==> src/rtl/ysyx_25040105_pkg.sv <==
// Shared RV32I decode definitions: opcodes, ALU and jump codes,
// and the decoded-bundle layout passed from IDU to EXU.
package ysyx_25040105_pkg;

    localparam logic [6:0] OPC_LUI    = 7'b0110111;
    localparam logic [6:0] OPC_AUIPC  = 7'b0010111;
    localparam logic [6:0] OPC_JAL    = 7'b1101111;
    localparam logic [6:0] OPC_JALR   = 7'b1100111;
    localparam logic [6:0] OPC_BRANCH = 7'b1100011;
    localparam logic [6:0] OPC_LOAD   = 7'b0000011;
    localparam logic [6:0] OPC_STORE  = 7'b0100011;
    localparam logic [6:0] OPC_OP_IMM = 7'b0010011;
    localparam logic [6:0] OPC_OP     = 7'b0110011;
    localparam logic [6:0] OPC_FENCE  = 7'b0001111;
    localparam logic [6:0] OPC_SYSTEM = 7'b1110011;

    localparam logic [31:0] INST_EBREAK = 32'h0010_0073;

    localparam logic [3:0] ALU_ADD   = 4'd0;
    localparam logic [3:0] ALU_SUB   = 4'd1;
    localparam logic [3:0] ALU_SLL   = 4'd2;
    localparam logic [3:0] ALU_SRL   = 4'd3;
    localparam logic [3:0] ALU_AUIPC = 4'd4;
    localparam logic [3:0] ALU_LUI   = 4'd5;
    localparam logic [3:0] ALU_SRA   = 4'd6;
    localparam logic [3:0] ALU_SLT   = 4'd7;
    localparam logic [3:0] ALU_SLTU  = 4'd8;
    localparam logic [3:0] ALU_XOR   = 4'd9;
    localparam logic [3:0] ALU_OR    = 4'd10;
    localparam logic [3:0] ALU_AND   = 4'd11;

    localparam logic [1:0] JUMP_NONE = 2'd0;
    localparam logic [1:0] JUMP_JAL  = 2'd1;
    localparam logic [1:0] JUMP_JALR = 2'd2;

    typedef struct packed {
        logic [4:0]  rs1;
        logic [4:0]  rs2;
        logic [4:0]  rd;
        logic [31:0] imm;
        logic [3:0]  alu_op;
        logic        alu_src;
        logic        reg_wen;
        logic        mem_ren;
        logic        mem_wen;
        logic [2:0]  mem_size;
        logic        branch;
        logic [1:0]  jump;
        logic        ebreak;
        logic        illegal;
    } dec_t;

    localparam int DEC_W = $bits(dec_t);

    // sub selects SUB for funct3 000, sra selects SRA for funct3 101
    function automatic logic [3:0] alu_of(
        input logic [2:0] f3,
        input logic       sub,
        input logic       sra
    );
        logic [3:0] op;
        case (f3)
            3'b000:  op = sub ? ALU_SUB : ALU_ADD;
            3'b001:  op = ALU_SLL;
            3'b010:  op = ALU_SLT;
            3'b011:  op = ALU_SLTU;
            3'b100:  op = ALU_XOR;
            3'b101:  op = sra ? ALU_SRA : ALU_SRL;
            3'b110:  op = ALU_OR;
            default: op = ALU_AND;
        endcase
        return op;
    endfunction

endpackage

==> src/rtl/ysyx_25040105_idu_dec.sv <==
// Pure combinational RV32I decoder: instruction word -> dec_t bundle.
// Shared between the pipelined IDU and the single-cycle core.
module ysyx_25040105_idu_dec
    import ysyx_25040105_pkg::*;
(
    input  logic [31:0] inst,
    output dec_t        dec
);

    logic [6:0]  opcode;
    logic [2:0]  f3;
    logic [6:0]  f7;
    logic [31:0] imm_i;
    logic [31:0] imm_s;
    logic [31:0] imm_b;
    logic [31:0] imm_j;
    logic [31:0] imm_u;
    logic        legal;

    assign opcode = inst[6:0];
    assign f3     = inst[14:12];
    assign f7     = inst[31:25];

    assign imm_i = {{20{inst[31]}}, inst[31:20]};
    assign imm_s = {{20{inst[31]}}, inst[31:25], inst[11:7]};
    assign imm_b = {{19{inst[31]}}, inst[31], inst[7],
                    inst[30:25], inst[11:8], 1'b0};
    assign imm_j = {{11{inst[31]}}, inst[31], inst[19:12],
                    inst[20], inst[30:21], 1'b0};
    assign imm_u = {inst[31:12], 12'h000};

    always_comb begin
        dec        = '0;
        legal      = 1'b1;
        dec.rs1    = inst[19:15];
        dec.rs2    = inst[24:20];
        dec.rd     = inst[11:7];
        dec.alu_op = ALU_ADD;
        dec.ebreak = (inst == INST_EBREAK);

        unique case (1'b1)
            (opcode == OPC_LUI): begin
                dec.imm     = imm_u;
                dec.alu_op  = ALU_LUI;
                dec.alu_src = 1'b1;
                dec.reg_wen = 1'b1;
            end
            (opcode == OPC_AUIPC): begin
                dec.imm     = imm_u;
                dec.alu_op  = ALU_AUIPC;
                dec.alu_src = 1'b1;
                dec.reg_wen = 1'b1;
            end
            (opcode == OPC_JAL): begin
                dec.imm     = imm_j;
                dec.reg_wen = 1'b1;
                dec.jump    = JUMP_JAL;
            end
            (opcode == OPC_JALR): begin
                dec.imm     = imm_i;
                dec.alu_src = 1'b1;
                dec.reg_wen = 1'b1;
                dec.jump    = JUMP_JALR;
                legal       = (f3 == 3'b000);
            end
            (opcode == OPC_BRANCH): begin
                dec.imm      = imm_b;
                dec.branch   = 1'b1;
                dec.mem_size = f3;
                legal        = (f3 != 3'b010) && (f3 != 3'b011);
            end
            (opcode == OPC_LOAD): begin
                dec.imm      = imm_i;
                dec.alu_src  = 1'b1;
                dec.mem_ren  = 1'b1;
                dec.reg_wen  = 1'b1;
                dec.mem_size = f3;
                legal        = (f3 != 3'b011) && (f3[2:1] != 2'b11);
            end
            (opcode == OPC_STORE): begin
                dec.imm      = imm_s;
                dec.alu_src  = 1'b1;
                dec.mem_wen  = 1'b1;
                dec.mem_size = f3;
                legal        = !f3[2] && (f3 != 3'b011);
            end
            (opcode == OPC_OP_IMM): begin
                dec.imm     = imm_i;
                dec.alu_src = 1'b1;
                dec.reg_wen = 1'b1;
                dec.alu_op  = alu_of(f3, 1'b0, f7[5]);
                if (f3 == 3'b001) begin
                    legal = (f7 == 7'h00);
                end else if (f3 == 3'b101) begin
                    legal = (f7 == 7'h00) || (f7 == 7'h20);
                end
            end
            (opcode == OPC_OP): begin
                dec.reg_wen = 1'b1;
                dec.alu_op  = alu_of(f3, f7[5], f7[5]);
                // 0x20 only has a meaning for SUB and SRA
                legal = (f7 == 7'h00) ||
                        ((f7 == 7'h20) &&
                         ((f3 == 3'b000) || (f3 == 3'b101)));
            end
            (opcode == OPC_FENCE): begin
                legal = (f3 == 3'b000);
            end
            (opcode == OPC_SYSTEM): begin
                legal = (inst == INST_EBREAK);
            end
            default: begin
                legal = 1'b0;
            end
        endcase

        if (dec.rd == 5'd0) begin
            dec.reg_wen = 1'b0;
        end
        if (!legal) begin
            dec.reg_wen = 1'b0;
            dec.mem_ren = 1'b0;
            dec.mem_wen = 1'b0;
            dec.branch  = 1'b0;
            dec.jump    = JUMP_NONE;
        end
        dec.illegal = !legal;
    end

endmodule

==> src/rtl/ysyx_25040105_idu_stage.sv <==
// Pipelined IDU: decodes on accept and buffers {pc, bundle} in a small
// FIFO so fetch continues while execute stalls.
module ysyx_25040105_idu_stage
    import ysyx_25040105_pkg::*;
#(
    parameter int XLEN     = 32,
    parameter int DEPTH    = 2,
    parameter int ALU_OP_W = 4
) (
    input  logic                clk,
    input  logic                rst_n,
    input  logic                flush,
    input  logic                in_valid,
    output logic                in_ready,
    input  logic [XLEN-1:0]     in_pc,
    input  logic [31:0]         in_inst,
    output logic                out_valid,
    input  logic                out_ready,
    output logic [XLEN-1:0]     out_pc,
    output logic [4:0]          out_rs1,
    output logic [4:0]          out_rs2,
    output logic [4:0]          out_rd,
    output logic [XLEN-1:0]     out_imm,
    output logic [ALU_OP_W-1:0] out_alu_op,
    output logic                out_alu_src,
    output logic                out_reg_wen,
    output logic                out_mem_ren,
    output logic                out_mem_wen,
    output logic [2:0]          out_mem_size,
    output logic                out_branch,
    output logic [1:0]          out_jump,
    output logic                out_ebreak,
    output logic                out_illegal
);

    localparam int PTR_W = (DEPTH > 1) ? $clog2(DEPTH) : 1;
    localparam int CNT_W = $clog2(DEPTH + 1);

    dec_t             in_dec;
    dec_t             head_dec;
    logic [XLEN-1:0]  head_pc;

    logic [XLEN-1:0]  pc_q  [DEPTH];
    logic [XLEN-1:0]  pc_d  [DEPTH];
    logic [DEC_W-1:0] dec_q [DEPTH];
    logic [DEC_W-1:0] dec_d [DEPTH];

    logic [PTR_W-1:0] wr_ptr_q;
    logic [PTR_W-1:0] wr_ptr_d;
    logic [PTR_W-1:0] rd_ptr_q;
    logic [PTR_W-1:0] rd_ptr_d;
    logic [CNT_W-1:0] cnt_q;
    logic [CNT_W-1:0] cnt_d;

    logic [XLEN-1:0]  last_pc_q;
    logic [XLEN-1:0]  last_pc_d;
    logic [DEC_W-1:0] last_dec_q;
    logic [DEC_W-1:0] last_dec_d;

    logic             push;
    logic             pop;

    ysyx_25040105_idu_dec u_dec (
        .inst (in_inst),
        .dec  (in_dec)
    );

    function automatic logic [PTR_W-1:0] ptr_inc(
        input logic [PTR_W-1:0] p
    );
        return (p == PTR_W'(DEPTH - 1)) ? '0 : p + PTR_W'(1);
    endfunction

    assign in_ready  = (cnt_q != CNT_W'(DEPTH));
    assign out_valid = (cnt_q != '0);
    assign push      = in_valid && in_ready && !flush;
    assign pop       = out_valid && out_ready && !flush;

    // When empty, keep showing whatever was last presented
    always_comb begin
        head_pc  = last_pc_q;
        head_dec = dec_t'(last_dec_q);
        if (out_valid) begin
            head_pc  = pc_q[rd_ptr_q];
            head_dec = dec_t'(dec_q[rd_ptr_q]);
        end
    end

    always_comb begin
        pc_d       = pc_q;
        dec_d      = dec_q;
        wr_ptr_d   = wr_ptr_q;
        rd_ptr_d   = rd_ptr_q;
        cnt_d      = cnt_q;
        last_pc_d  = head_pc;
        last_dec_d = head_dec;

        if (flush) begin
            wr_ptr_d = '0;
            rd_ptr_d = '0;
            cnt_d    = '0;
        end else begin
            if (push) begin
                pc_d[wr_ptr_q]  = in_pc;
                dec_d[wr_ptr_q] = in_dec;
                wr_ptr_d        = ptr_inc(wr_ptr_q);
            end
            if (pop) begin
                rd_ptr_d = ptr_inc(rd_ptr_q);
            end
            case ({push, pop})
                2'b10:   cnt_d = cnt_q + CNT_W'(1);
                2'b01:   cnt_d = cnt_q - CNT_W'(1);
                default: cnt_d = cnt_q;
            endcase
        end
    end

    always_ff @(posedge clk or negedge rst_n) begin
        if (!rst_n) begin
            for (int i = 0; i < DEPTH; i++) begin
                pc_q[i]  <= '0;
                dec_q[i] <= '0;
            end
            wr_ptr_q   <= '0;
            rd_ptr_q   <= '0;
            cnt_q      <= '0;
            last_pc_q  <= '0;
            last_dec_q <= '0;
        end else begin
            pc_q       <= pc_d;
            dec_q      <= dec_d;
            wr_ptr_q   <= wr_ptr_d;
            rd_ptr_q   <= rd_ptr_d;
            cnt_q      <= cnt_d;
            last_pc_q  <= last_pc_d;
            last_dec_q <= last_dec_d;
        end
    end

    assign out_pc       = head_pc;
    assign out_rs1      = head_dec.rs1;
    assign out_rs2      = head_dec.rs2;
    assign out_rd       = head_dec.rd;
    assign out_imm      = XLEN'(head_dec.imm);
    assign out_alu_op   = ALU_OP_W'(head_dec.alu_op);
    assign out_alu_src  = head_dec.alu_src;
    assign out_reg_wen  = head_dec.reg_wen;
    assign out_mem_ren  = head_dec.mem_ren;
    assign out_mem_wen  = head_dec.mem_wen;
    assign out_mem_size = head_dec.mem_size;
    assign out_branch   = head_dec.branch;
    assign out_jump     = head_dec.jump;
    assign out_ebreak   = head_dec.ebreak;
    assign out_illegal  = head_dec.illegal;

endmodule

==> config.mk <==
export PLATFORM = sky130hd
export DESIGN_NAME = ysyx_25040105_idu_stage
export DESIGN_NICKNAME = d
export VERILOG_FILES = /design/src/rtl/ysyx_25040105_pkg.sv /design/src/rtl/ysyx_25040105_idu_dec.sv /design/src/rtl/ysyx_25040105_idu_stage.sv
export SDC_FILE = /design/constraint.sdc
export NUM_CORES = 1
export LEC_CHECK = 0
export CORE_ASPECT_RATIO = 0.6
export CORE_UTILIZATION = 50
export CTS_CLUSTER_SIZE = 14
export DETAILED_ROUTE_END_ITERATION = 6
export GPL_TIMING_DRIVEN = 0
export PLACE_DENSITY = 0.73
export SYNTH_ARGS = -nofsm -noshare
export SYNTH_HDL_FRONTEND = slang
export SYNTH_HIERARCHICAL = 1
export SYNTH_SLANG_ARGS = --single-unit
==> constraint.sdc <==
create_clock -name clk -period 4.7 [get_ports clk]
set_input_delay 0.47 -clock clk [delete_from_list [all_inputs] [get_ports clk]]
set_output_delay 0.47 -clock clk [all_outputs]
set_load 0.005 [all_outputs]
==> flow_metrics.tcl, run 1 <==
set metrics [dict create \
    ios 166 \
    rsz0062_at_grt "false" \
    start_util_pct 51.49 \
    hold_path_class "in -> async" \
    crit_chain "or2_2, clkbuf_1, clkbuf_1, nor2_1, a21oi_1, clkdlybuf4s50_1" \
    cp_top_family "buffers and inverters" \
    final_common_cell "dfrtp_1" \
    status "complete, but fails checks" \
    n_fill_cell 1897 \
    cp.buffers_inverters 3 \
    slew_headroom_pct 36.78 \
    netlist_area_mm2 0.01256 \
    layout_common_cells "dfrtp_1, clkdlybuf4s50_1, mux2_2, nor2_1, a21oi_1" \
    n_antenna_cell 0 \
    grt_pass1_wl_um 48010 \
    grt_start_max_net_pins 109 \
    tns_ns 0 \
    multi_input_area_mm2 0.004862 \
    synthesis.instances 997 \
    powerDensity_mw_per_mm2 427.4 \
    core_area_mm2 0.02439 \
    cts_setup_buffers 0 \
    power.share.switching_pct 26.15 \
    maxCapViolations 0 \
    finalCritPeriodShare_pct 77.02 \
    yosysSeqAreaShare_pct 57.59 \
    synth_edf_count 0 \
    grt_pass1_vias 8613 \
    cts-htree-levels 1 \
    vias_per_cell 5.494 \
    dieArea_mm2 0.02578 \
    fp.dieW_um 206.6 \
    clk_latency_ns 0.54 \
    dr.first_iter.drc_count 523 \
    drive_gt1_share_pct 19.72 \
    first_pass_iters 7 \
    finalCriticalPeriod_ns 3.620 \
    seqCellArea_mm2 0.007232 \
    die_h_um 124.8 \
    hold_slack_ns -0.02883 \
    gp_congestion 0.9212 \
    power_switching_mw 1.730 \
    async_flop_share_pct 100.0 \
    numClockSinks 289 \
    area_delta_synth_final_pct 23.21 \
    violations "design-rule violations, negative hold slack" \
    drt_wl_total_um 30150 \
    path_max_fanout 10 \
    yosys_most_used_dff "dfrtp_1" \
    yosys_register_bits 289 \
    hpwl_um 21280 \
    cp.required_ns 4.23 \
    synth-compound-area-share_pct 7.721 \
    track_usage_pct 24.14 \
    vias 8401 \
    root_buffer "clkbuf_16" \
    yosysWarnings 6 \
    crit_type "reg -> out" \
    synth_top_area_share_pct 57.59 \
    antenna_left 0 \
    grt_overflow 0 \
    synth_largest_area_cell "dfrtp_1" \
    fin_ws_ns 1.080 \
    clk_path_buf_depth 3 \
    ctsResizeCount 0 \
    power_frac_comb_pct 21.7 \
    cts_made_buffers 26 \
    antenna_found_initial 0 \
    fmaxAchievable_mhz 276.2 \
    synthMuxAreaShare_pct 24.69 \
    crit_path_frequent_cell "clkbuf_1" \
    cts.hold.buffers_added 0 \
    ir_drop_uv 224.5 \
    critPathArrivalTime_ns 3.15 \
    slowest_stage "clkbuf_1" \
    slew_violations 0 \
    tritoncts "built" \
    pre_cts_slack_ns 1.541 \
    route.detailed.drc 5 \
    synth_top_family_by_area "multiplexers" \
    clockPowerShare_pct 31.6 \
    synth_adder_area_share_pct 0 \
    synth.area.top_cells "dfrtp_1, mux2_2, mux2i_1, mux2_1, a21oi_1" \
    place.port_buffers 162 \
    syn_nets 1066 \
    synth_xor_area_share_pct 0.06974 \
    wire_per_inst_um 19.72 \
    start_kind "register" \
    worst_slew_pin_slew_ns 0.9405 \
    rr_worst_depth 5 \
    nets 1258 \
    fp-row-count 44 \
    syn_avg_cell_area_um2 12.60 \
    clk_transition_reported_paths_ns 0.07 \
    yosys.area_share.simple_pct 6.237 \
    setup_viol 0 \
    power_frac_seq_pct 46.8 \
    ys_types 49 \
    crit_path_end_kind "primary output" \
    finClkSkew_ns 0.01131 \
    max_stage_delay_ns 0.62 \
    cp_num_cells 6 \
    internal_power_mw 4.884 \
    p_leak_nw 6.870 \
    hold_violations 27 \
]
-- stage by stage --
stage          instances  area, um2  util, %  power [mW]
5_1_grt             1529      15470    63.45       6.950
3_5_place_dp        1483      14640    60.04       4.574
3_3_place_gp        1481      14580    59.79       4.535
2_1_floorplan        997      12560        -       3.802
6_report            1529      15470    63.45       6.613
4_1_cts             1529      15470    63.45       6.667
-- power groups by stage --
stage | combinational (mW) | sequential, mW | clock (mW)
floorplan | 0.714 | 3.09 | 0
global placement | 1.40 | 3.13 | 0
detailed placement | 1.44 | 3.14 | 0
CTS | 1.45 | 3.09 | 2.13
global route | 1.57 | 3.14 | 2.24
finish | 1.43 | 3.09 | 2.09
-- layout make-up --
type | instances | area share, %
buffer | 78 | 2.757
clock buffer | 43 | 5.272
clock inverter | 3 | 0.09703
inverter | 10 | 0.2426
multi-input combinational | 620 | 31.42
sequential | 289 | 46.74
tap | 322 | 2.604
timing repair buffer | 164 | 10.87
-- worst register-to-register path, cell delays in order, from the launching register on --
cell and delay, ns:
dfrtp_1 0.43, nor2b_2 0.20, nor4_2 0.68, buf_2 0.42, buf_4 0.27, mux2_1 0.36
-- worst paths after layout --
check,startpoint,to,slack [ns]
worst min register to register,pc_q[48]$_DFFE_PN0P_,pc_q[48]$_DFFE_PN0P_,0.48
worst max register to register,cnt_q[1]$_DFFE_PN0P_,pc_q[41]$_DFFE_PN0P_,2.22
min in group clk,in_inst[13],dec_q[29]$_DFFE_PN0P_,0.39
worst min-delay path,rst_n,last_pc_q[5]$_DFF_PN0_,-0.03
max in group asynchronous,rst_n,last_dec_q[45]$_DFF_PN0_,3.73
worst max-delay path,cnt_q[0]$_DFFE_PN0P_,out_pc[30],1.08
-- routing by layer --
metal | part of all wire, % | GRT usage (%) | wire length [um] | vias up
li1 | - | - | - | 3885
met2 | 43 | 33.94 | 12840 | 196
met5 | 0 | 0 | 0 | -
met1 | 50 | 38.23 | 15150 | 4285
met4 | 1.7 | 4.585 | 518 | 0
met3 | 5.4 | 5.076 | 1640 | 35
-- flip-flops by register name, indices dropped and copies added (netlist names) --
register    flops
wr_ptr_q        1
dec_q         126
rd_ptr_q        1
last_pc_q      32
last_dec_q     63
cnt_q           2
pc_q           64
-- kinds of logic (layout without fill, tap and decap cells) --
family | Yosys count | in the layout
flip-flops | 289 | 289
AND/OR/NAND/NOR | 168 | 168
multiplexers | 286 | 286
XOR/XNOR | 1 | 1
AO/OA/AOI/OAI | 165 | 165
buffers and inverters | 88 | 298
-- cells in the mapped netlist (3+ instances only) --
| cell | count |
|---|---|
| a211oi_1 | 5 |
| nor2_1 | 108 |
| buf_2 | 20 |
| a21oi_1 | 106 |
| nor4_1 | 3 |
| dfrtp_1 | 289 |
| clkbuf_1 | 31 |
| a21o_1 | 21 |
| o21ai_0 | 11 |
| mux2i_1 | 96 |
| nor3_1 | 5 |
| mux2_1 | 50 |
| nand3_1 | 4 |
| and2_1 | 11 |
| inv_1 | 9 |
| mux2_2 | 140 |
| a22o_1 | 5 |
| buf_4 | 25 |
| nand4_1 | 3 |
| nor4b_1 | 3 |
| nand2_1 | 14 |
Note: power is estimated with default switching activity, not from simulation.
==> inputs of run 2 (changes only) <==
==> constraint.sdc (replaced) <==
create_clock -name clk -period 3.55 [get_ports clk]
set_input_delay 0.355 -clock clk [delete_from_list [all_inputs] [get_ports clk]]
set_output_delay 0.355 -clock clk [all_outputs]
set_load 0.005 [all_outputs]
==> flow_metrics.tcl, run 2 (synthesis gave the netlist of run 1 again) <==
set metrics [dict create \
    status "complete, but fails checks" \
    violations "design-rule violations" \
    clk_transition_reported_paths_ns 0.06 \
    hold_violations 0 \
    crit_type "reg -> out" \
    maxCapViolations 0 \
    cts-htree-levels 1 \
    cts_made_buffers 26 \
    power_mw 8.753 \
    slew_headroom_pct 38.04 \
    crit_path_end_kind "primary output" \
    fin_area_mm2 0.01549 \
    worst_slew_pin_slew_ns 0.9217 \
    finalCriticalPeriod_ns 3.344 \
    seqCellArea_mm2 0.007232 \
    core_area_mm2 0.02439 \
    place.port_buffers 162 \
    slew_violations 0 \
    finalCritPeriodShare_pct 94.19 \
    tns_ns 0 \
    n_fill_cell 1896 \
    grt_pass1_wl_um 48010 \
    start_kind "register" \
    cts_setup_buffers 0 \
    crit_path_frequent_cell "buf_2" \
    ir_drop_uv 297.3 \
    antenna_found_initial 0 \
    p_leak_nw 6.880 \
    max_stage_delay_ns 0.49 \
    first_pass_iters 7 \
    die_h_um 124.8 \
    start_util_pct 51.49 \
    track_usage_pct 24.14 \
    rsz0062_at_grt "false" \
    final_common_cell "dfrtp_1" \
    wire_per_inst_um 19.70 \
    cp_top_family "buffers and inverters" \
    fp-row-count 44 \
    drive_gt1_share_pct 19.87 \
    powerDensity_mw_per_mm2 565.2 \
    antenna_left 0 \
    grt_start_max_net_pins 109 \
    final_cells 1530 \
    fp.dieW_um 206.6 \
    grt_pass1_vias 8613 \
    multi_input_area_mm2 0.004862 \
    placed_cells 1483 \
    critPathArrivalTime_ns 2.99 \
    numClockSinks 289 \
    largest_reg_flops 126 \
    clk_latency_ns 0.54 \
    hold_path_class "in -> reg" \
    slowest_stage "clkdlybuf4s50_1" \
    crit_chain "clkbuf_1, buf_2, buf_2, mux2i_1, a21oi_1, clkdlybuf4s50_1" \
    dieArea_mm2 0.02578 \
    drt_wl_total_um 30150 \
    vias 8449 \
    largest_registers "dec_q (126), pc_q (64), last_dec_q (63)" \
    area_delta_synth_final_pct 23.31 \
    tritoncts "built" \
    n_antenna_cell 0 \
    r2r_setup_slack_ns 1.08 \
    place_area_mm2 0.01464 \
    clk_path_buf_depth 3 \
    regMostFlops "dec_q" \
    nets 1259 \
    dr.first_iter.drc_count 539 \
    layout_common_cells "dfrtp_1, clkdlybuf4s50_1, mux2_2, nor2_1, a21oi_1" \
    cp.required_ns 3.19 \
    cp.buffers_inverters 4 \
    gp_congestion 0.9212 \
    path_max_fanout 10 \
    root_buffer "clkbuf_16" \
    route.detailed.drc 6 \
    ios 166 \
    vias_per_cell 5.522 \
    setup_viol 0 \
    finClkSkew_ns 0.009762 \
    grt_overflow 0 \
    fmaxAchievable_mhz 299.1 \
    hpwl_um 21280 \
]
==> run 2: cell types whose count changed in the layout (fill, tap and decap cells not counted) <==
| cell | previous run | this run |
|---|---|---|
| clkbuf_1 | 39 | 37 |
| clkbuf_2 | 0 | 2 |
| dlygate4sd3_1 | 0 | 1 |
==> run 2: path summary, 6_finish.rpt <==
path,cells after the start,from,to
worst min-delay path,3,in_inst[13],dec_q[29]$_DFFE_PN0P_
worst max register to register,5,cnt_q[1]$_DFFE_PN0P_,pc_q[41]$_DFFE_PN0P_
worst max-delay path,6,rd_ptr_q$_DFFE_PN0P_,out_imm[31]
max in group asynchronous,3,rst_n,last_dec_q[45]$_DFF_PN0_
min in group asynchronous,2,rst_n,last_pc_q[5]$_DFF_PN0_
worst min register to register,1,pc_q[48]$_DFFE_PN0P_,pc_q[48]$_DFFE_PN0P_
==> run 2: worst register-to-register path, stage by stage, from the launching register on <==
cell,delay (ns)
dfrtp_1,0.43
nor2b_2,0.20
nor4_2,0.67
buf_2,0.42
buf_4,0.28
mux2_1,0.36
==> run 2: timing repair <==
action                                  in CTS  in global routing
endpoints found under the hold margin      102                  0
hold buffers                                 1                  0
pin swaps                                    0                  0
gates resized for setup                      1                  3
endpoints found under the setup margin       5                  9
==> run 2: metal layers <==
metal | GRT usage [%] | wire length, um
met5 | 0 | 0
met1 | 38.23 | 15110
met2 | 33.94 | 12830
met4 | 4.585 | 518
met3 | 5.076 | 1687
==> run 2: area by class of cell <==
type	instances	area share [%]
repair buffers	165	10.92
clock inverters	3	0.09695
inverters	10	0.2424
well taps	322	2.602
multi-input cells	620	31.40
flip-flops and latches	289	46.70
clock buffers	43	5.268
plain buffers	78	2.771
==> run 2: through the flow <==
stage / util [%] / worst slack [ns] / hold WS, ns
after floorplan: - / 1.579 / 0.05941
after global placement: 59.79 / -10.33 / 0.4658
after detailed placement: 60.04 / 0.5063 / 0.4623
after CTS: 63.49 / 0.09646 / 0.2486
after global routing: 63.50 / 0.05237 / 0.2808
final: 63.50 / 0.2062 / 0.2813
==> run 2: power by group <==
group	leakage [nW]	total, mW	switching (mW)	internal [mW]
sequential	3.60	4.10	0.221	3.87
clock	0.411	2.76	1.20	1.56
combinational	2.87	1.90	0.862	1.03
total	6.88	8.75	2.29	6.47
